### config.mk
export PLATFORM = sky130hd
export DESIGN_NAME = mat_mult
export DESIGN_NICKNAME = d
export VERILOG_FILES = /design/src/rtl/mat_mult.sv
export SDC_FILE = /design/constraint.sdc
export NUM_CORES = 2
export LEC_CHECK = 0
export ABC_AREA = 1
export CAP_MARGIN = 20
export CORE_MARGIN = 4
export CORE_UTILIZATION = 50
export CTS_CLUSTER_DIAMETER = 150
export DETAILED_ROUTE_END_ITERATION = 6
export PLACE_DENSITY = 0.81
export SYNTH_ARGS = -nofsm -noshare
export SYNTH_HDL_FRONTEND = slang
export SYNTH_SLANG_ARGS = --single-unit
### constraint.sdc
create_clock -name clk -period 24.2 [get_ports clk]
set_input_delay 4.84 -clock clk [delete_from_list [all_inputs] [get_ports clk]]
set_output_delay 4.84 -clock clk [all_outputs]
set_load 0.1 [all_outputs]
### src/rtl/mat_mult.sv
// Element-wise (Hadamard) product of two signed 32-bit matrices using one
// shared multiplier that walks the elements in row-major order, one per clock.
//
//   state   | meaning
//   --------+------------------------------------------------------------
//   IDLE    | waiting for enable_mult; capture edge snapshots operands
//   COMPUTE | writing mat_out[row][col] each cycle, abort if enable drops
//   DONE    | result presented, mult_done=1 until enable_mult falls
module mat_mult #(
   parameter int N_ROWS    = 3,
   parameter int N_COLUMNS = 2
) (
   input  logic clk,
   input  logic reset,
   input  logic enable_mult,
   input  int   mat1    [0:N_ROWS-1][0:N_COLUMNS-1],
   input  int   mat2    [0:N_ROWS-1][0:N_COLUMNS-1],
   output int   mat_out [0:N_ROWS-1][0:N_COLUMNS-1],
   output logic mult_done
);

   localparam int RW = (N_ROWS    > 1) ? $clog2(N_ROWS)    : 1;
   localparam int CW = (N_COLUMNS > 1) ? $clog2(N_COLUMNS) : 1;

   typedef enum logic [1:0] {
      IDLE    = 2'd0,
      COMPUTE = 2'd1,
      DONE    = 2'd2
   } state_t;

   state_t         state;
   state_t         state_nxt;
   logic [RW-1:0]  row;
   logic [CW-1:0]  col;
   int             op_a [0:N_ROWS-1][0:N_COLUMNS-1];
   int             op_b [0:N_ROWS-1][0:N_COLUMNS-1];
   int             product;
   logic           last_elem;
   logic           capture;
   logic           write_en;

   assign last_elem = (row == RW'(N_ROWS - 1)) && (col == CW'(N_COLUMNS - 1));

   // int * int keeps only the low 32 bits, giving two's-complement wrap
   assign product = op_a[row][col] * op_b[row][col];

   always_ff @(posedge clk or posedge reset) begin
      if (reset) begin
         state <= IDLE;
      end else begin
         state <= state_nxt;
      end
   end

   always_comb begin
      state_nxt = state;
      case (state)
         IDLE: begin
            if (enable_mult) begin
               state_nxt = COMPUTE;
            end
         end
         COMPUTE: begin
            if (!enable_mult) begin
               state_nxt = IDLE;
            end else if (last_elem) begin
               state_nxt = DONE;
            end
         end
         DONE: begin
            if (!enable_mult) begin
               state_nxt = IDLE;
            end
         end
         default: state_nxt = IDLE;
      endcase
   end

   always_comb begin
      mult_done = 1'b0;
      capture   = 1'b0;
      write_en  = 1'b0;
      case (state)
         IDLE:    capture   = enable_mult;
         COMPUTE: write_en  = enable_mult;
         DONE:    mult_done = 1'b1;
         default: ;
      endcase
   end

   always_ff @(posedge clk or posedge reset) begin
      if (reset) begin
         row <= '0;
         col <= '0;
         for (int i = 0; i < N_ROWS; i++) begin
            for (int j = 0; j < N_COLUMNS; j++) begin
               op_a[i][j]    <= 0;
               op_b[i][j]    <= 0;
               mat_out[i][j] <= 0;
            end
         end
      end else if (capture) begin
         row <= '0;
         col <= '0;
         for (int i = 0; i < N_ROWS; i++) begin
            for (int j = 0; j < N_COLUMNS; j++) begin
               op_a[i][j]    <= mat1[i][j];
               op_b[i][j]    <= mat2[i][j];
               mat_out[i][j] <= 0;
            end
         end
      end else if (write_en) begin
         mat_out[row][col] <= product;
         if (col == CW'(N_COLUMNS - 1)) begin
            col <= '0;
            row <= last_elem ? '0 : row + RW'(1);
         end else begin
            col <= col + CW'(1);
         end
      end
   end

endmodule

**Yosys cells after proc, flatten, opt, wreduce, memory -nomap -nowiden**

Index checks and enable logic that the tools add are counted.

- Bits in registers: 581
- Bits of input ports: 387
- Logic and storage cells: 78

- Add/sub/neg operators: 2
- Multiply operators: 1
- Order comparisons: 4
- Eq/ne operators: 6
- Muxes and demuxes: 34
- Bitwise logic cells: 2
- Reduce and logical (&&, ||, !) cells: 8

Operator list:

| kind | count |
|---|---|
| $mux 192 | 2 |
| $mux 64 | 5 |
| $bmux 64 s2 | 2 |
| $mux 32 | 7 |
| $bwmux 192 | 1 |
| $demux 64 s2 | 1 |
| $demux 32 s1 | 1 |
| $mul 32x32->32 | 1 |
| $mux 2 | 8 |
| $mux 1 | 6 |
| $pmux 2 s3 | 1 |
| $eq 2x2->1 const B | 2 |
| $ne 2x2->1 const B | 2 |
| $reduce_bool 2->1 | 2 |
| $ge 3x3->1 const B | 1 |
| $logic_and 1x1->1 | 3 |
| $lt 3x1->1 const B | 1 |
| $ne 3x3->1 const B | 1 |
| $not 2->3 | 1 |
| $reduce_and 3->1 | 1 |
| $add 2x1->2 const B | 1 |
| $eq 2x1->1 const B | 1 |
| $ge 2x2->1 const B | 1 |
| $logic_not 2->1 | 1 |
| other kinds (4) | 4 |

**Depth between registers and ports, before layout**

- Word-level depth: 11
- Mapped depth: 43

**Worst setup path before layout**

Ideal clock, no wire load.

- Kind: reg-to-reg
- From: reg row[1]
- To: reg mat_out[31] (netlist bit)
- Arrival time: 7.690 ns
- Data required time: 24.080 ns
- Setup slack: 16.390 ns
- Stages on the path, launching flop included: 38
- Path buffers: 4
- Path through: dfrtp_1 -> inv_2 -> buf_2 -> clkbuf_1 -> nand2_1 -> nand2_1 -> nand2_1 -> nand2_1 -> clkbuf_1 -> buf_1 -> nand2_1 -> fa_1 -> inv_1 -> fa_1 -> fa_1 -> inv_1 -> fa_1 -> inv_1 -> (+2 left out) -> fa_1 -> inv_1 -> fa_1 -> fa_1 -> ha_1 -> nand2_1 -> nor4_1 -> nand4_1 -> nand3_1 -> nand3_1 -> nand2_1 -> nand3_1 -> nand2_1 -> nand3_1 -> o21ai_0 -> nand3_2 -> nand3_1 -> nand2_1

- Cells in the longest elaborated chain, start to end: 11
- Elaborated cells on any way between the ends: 22
- Classes of those cells: mul (1); order compare (2); mux (17); bitwise (1); reduce/logical (1)

Ends and longest elaborated chain:

| item | RTL line | source |
|---|---|---|
| start: declaration | 33 | `logic [RW-1:0] row;` |
| start signal: assignment | 116 | `row <= last_elem ? '0 : row + RW'(1);` |
| $not 2->3 (not written as such) * | 45, 113 |  |
| $bmux 64 s2 | 45 | `assign product = op_a[row][col] * op_b[row][col];` |
| $mux 64 (not written as such) (2 in series) | 45 |  |
| $mux 32 (not written as such) (3 in series) | 45 |  |
| $mul 32x32->32 | 45 |  |
| $bwmux 192 * | 113 | `mat_out[row][col] <= product;` |
| $mux 192 * | 112 | `end else if (write_en) begin` |
| $mux 192 * | 102 | `end else if (capture) begin` |
| end signal: indexed assignment | 113 |  |
| end: declaration | 18 | `output int mat_out [0:N_ROWS-1][0:N_COLUMNS-1],` |

Mark *: on every way between the ends. The rest lies on a longest branch, timed or not. The select of a mux whose other input is x is not followed.
A chain may end at the register's enable or synchronous reset.

**Worst setup path in the final report**

- From: reg row[1]
- To: reg mat_out[94] (netlist bit)

Same word-level chain as after synthesis.

==> results.sh <==
export IMPL_status="finished, final reports clean"
export IMPL_htreeDepth=2
export IMPL_synth_nets=6135
export IMPL_min_path_cells=2
export IMPL_layout_nets=6590
export IMPL_syn_area_mm2=0.0412
export IMPL_yosys_area_top_type_share_pct=35.3
export IMPL_setup_worst_path_start_class="flip-flop"
export IMPL_fmax_mhz=96.4
export IMPL_track_usage_pct=33.8
export IMPL_dp_hpwl_um=110000
export IMPL_clk_latency_ns=0.65
export IMPL_reg2reg_to="mat_out[94]"
export IMPL_crit_top_cell="fa_1"
export IMPL_reg2reg_depth=33
export IMPL_cts_resized_gates=0
export IMPL_yosysMostFrequentCell="nand2_1"
export IMPL_seqCellArea_mm2=0.0145
export IMPL_cts_tree="done"
export IMPL_yosys_warnings=0
export IMPL_drt_drc_violations_left=0
export IMPL_tightest_slew_ns=1.18
export IMPL_max_slew_margin_rel_pct=20.6
export IMPL_cp_arrival_ns=10.81
export IMPL_antenna_found_initial=27
export IMPL_min_to="op_b[137]"
export IMPL_initial_core_util_pct=50.8
export IMPL_synth_common_cells="2184 x nand2_1, 715 x inv_1, 581 x dfrtp_1, 408 x fa_1, 267 x o21ai_0"
export IMPL_row_count=104
export IMPL_synth_main_ff_cell="dfrtp_1"
export IMPL_portBuffers=579
export IMPL_clock_root_buffer="clkbuf_16"
export IMPL_grt_first_pass_wirelength_um=222000
export IMPL_synth_lib_cells_used_distinct=41
export IMPL_antenna_left=0
export IMPL_die_h_um=295
export IMPL_via_count=37400
export IMPL_setup_tns_final_ns=0
export IMPL_cts_buffers=59
export IMPL_cp_slowest_cell="nand2_1"
export IMPL_final_hold_violation_count=0
export IMPL_drive_gt1_share_pct=3.53
export IMPL_yosysTopAreaCell="dfrtp_1"
export IMPL_multiInputGateArea_mm2=0.0229
export IMPL_finClkSkew_ns=0.0339
export IMPL_syn_to_final_growth_pct=21.4
export IMPL_worstPathRequired_ns=24.64
export IMPL_hp_class="reg -> reg"
export IMPL_grt_pass1_vias=37600
export IMPL_grt_max_degree=206
export IMPL_die_w_um=295
export IMPL_crit_type="reg -> reg"
export IMPL_period_needed_ns=10.37
export IMPL_gr_total_overflow=0
export IMPL_drt_iter0_drc=4129
export IMPL_period_share_pct=42.9
export IMPL_path_clk_slew_ns=0.07
export IMPL_hold_buffers=0
export IMPL_io_pins=580
export IMPL_postSynthAreaPerCell_um2=7.93
export IMPL_core_area_mm2=0.0811
export IMPL_r2r_slack_ns=13.83
export IMPL_firstDrtPassIters=6
export IMPL_die_area_mm2=0.0870
export IMPL_critPathMaxStageDelay_ns=0.74
export IMPL_rr_startpoint="row[1]"
export IMPL_rsz0062_at_grt="no"
export IMPL_viasPerCell=5.51
export IMPL_min_delay_start="op_b[137]"
export IMPL_cts_num_sinks=581
export IMPL_yosys_register_bits=581
export IMPL_maxCapViolations=0
export IMPL_synthArstFlopShare_pct=100
export IMPL_synth_seq_area_share_pct=35.3
export IMPL_setup_viol=0
export IMPL_routed_wire_length_per_instance_um=21.7
export IMPL_drv_slew=0
export IMPL_gp_congestion=0.969
export IMPL_postCtsSetupRepairBufs=0
export IMPL_clockBufferDepth=3
export IMPL_path_max_fanout=45
export IMPL_synthCells=5190
export IMPL_routed_wl_um=147000
export IMPL_synth_edf_count=0
export IMPL_endpoint_kind="flip-flop"
export IMPL_num_fill_cells=6974
export IMPL_netlist_top_cells_area="dfrtp_1 35%, nand2_1 20%, fa_1 20%, inv_1 6.5%, ha_1 4.6%"
how the worst max path moves through the flow:
stage / end / start
after floorplan: col / reset
after global placement: mat_out[94] / row[1]
after detailed placement: mat_out[94] / row[1]
final: mat_out[94] / row[1]
after CTS: mat_out[94] / row[1]
after global routing: mat_out[94] / row[1]
state kept, by name, summed over array words and instances (netlist names):
signal   flops
op_a       192
col          1
op_b       192
mat_out    192
state        2
row          2
cells by family (layout without fill, tap and decap cells):
group	after synthesis	after routing	share of synthesized area [%]
flip-flops	581	581	35.3
AND/OR/NAND/NOR	2661	2661	25.2
other	0	25	0
buffers and inverters	970	1474	9.08
XOR/XNOR	33	33	0.702
adder cells (fa/ha/maj)	558	558	24.4
AO/OA/AOI/OAI	387	387	5.31
layout make-up:
class                   instances  area share [%]
diodes                         25           0.125
flip-flops and latches        581            29.1
inverters                     725            5.48
repair buffers                639            12.5
well taps                    1060            2.65
multi-input cells            3639            45.8
clock buffers                  90            3.59
clock inverters                20           0.658
stage by stage:
| step | hold WS, ns | utilization, % | instances | instance area (µm²) | setup slack, ns |
|---|---|---|---|---|---|
| floorplan | 0.449 | - | 5190 | 41200 | 3.10 |
| global placement | 0.462 | 58.9 | 6643 | 47800 | 14.22 |
| detailed placement | 0.465 | 58.9 | 6643 | 47800 | 14.11 |
| CTS | 0.481 | 61.5 | 6753 | 49900 | 14.05 |
| global route | 0.491 | 61.6 | 6776 | 50000 | 13.26 |
| finish | 0.479 | 61.6 | 6779 | 50000 | 13.83 |
worst max-delay path: cells and delay by family (launching register included):
kind / cells / cell delay (ns)
buffers and inverters: 6 / 1.84
adders and majority gates: 9 / 4.40
AOI/OAI and AO/OA: 1 / 0.16
and+or+nand+nor: 16 / 3.07
xor gates and xnor gates: 1 / 0.28
DFF: 1 / 0.37
cells in the final DEF, fill, tap and decap left out, types with 7 or more instances in the layout:
master | synthesis | layout
a21oi_1 | 53 | 53
buf_4 | 14 | 63
clkdlybuf4s50_1 | 0 | 574
nand4_1 | 12 | 12
a32o_1 | 30 | 30
xor2_1 | 18 | 18
dfrtp_1 | 581 | 578
fa_1 | 408 | 408
bufinv_16 | 0 | 7
o21ai_0 | 267 | 267
clkbuf_8 | 0 | 18
diode_2 | 0 | 25
xnor2_1 | 15 | 15
clkbuf_1 | 181 | 12
clkinv_2 | 0 | 10
nand3b_1 | 13 | 13
nor2_1 | 266 | 259
inv_1 | 715 | 713
nand3_1 | 161 | 161
o211ai_1 | 9 | 9
nor2_2 | 5 | 10
clkbuf_16 | 0 | 60
ha_1 | 150 | 150
nand2_1 | 2184 | 2183
a22o_1 | 10 | 10
metal layers:
| layer | vias to the layer above | share of wire, % | GRT usage [%] |
|---|---|---|---|
| li1 | 16500 | - | - |
| met1 | 18100 | 37 | 42.9 |
| met2 | 2277 | 46 | 53.1 |
| met3 | 478 | 10 | 6.79 |
| met4 | 8 | 7.1 | 21.7 |
| met5 | - | 0.035 | 0 |
Power is not shown: default switching activity piles up to over one toggle a cycle in this logic, so the estimate is an artifact.
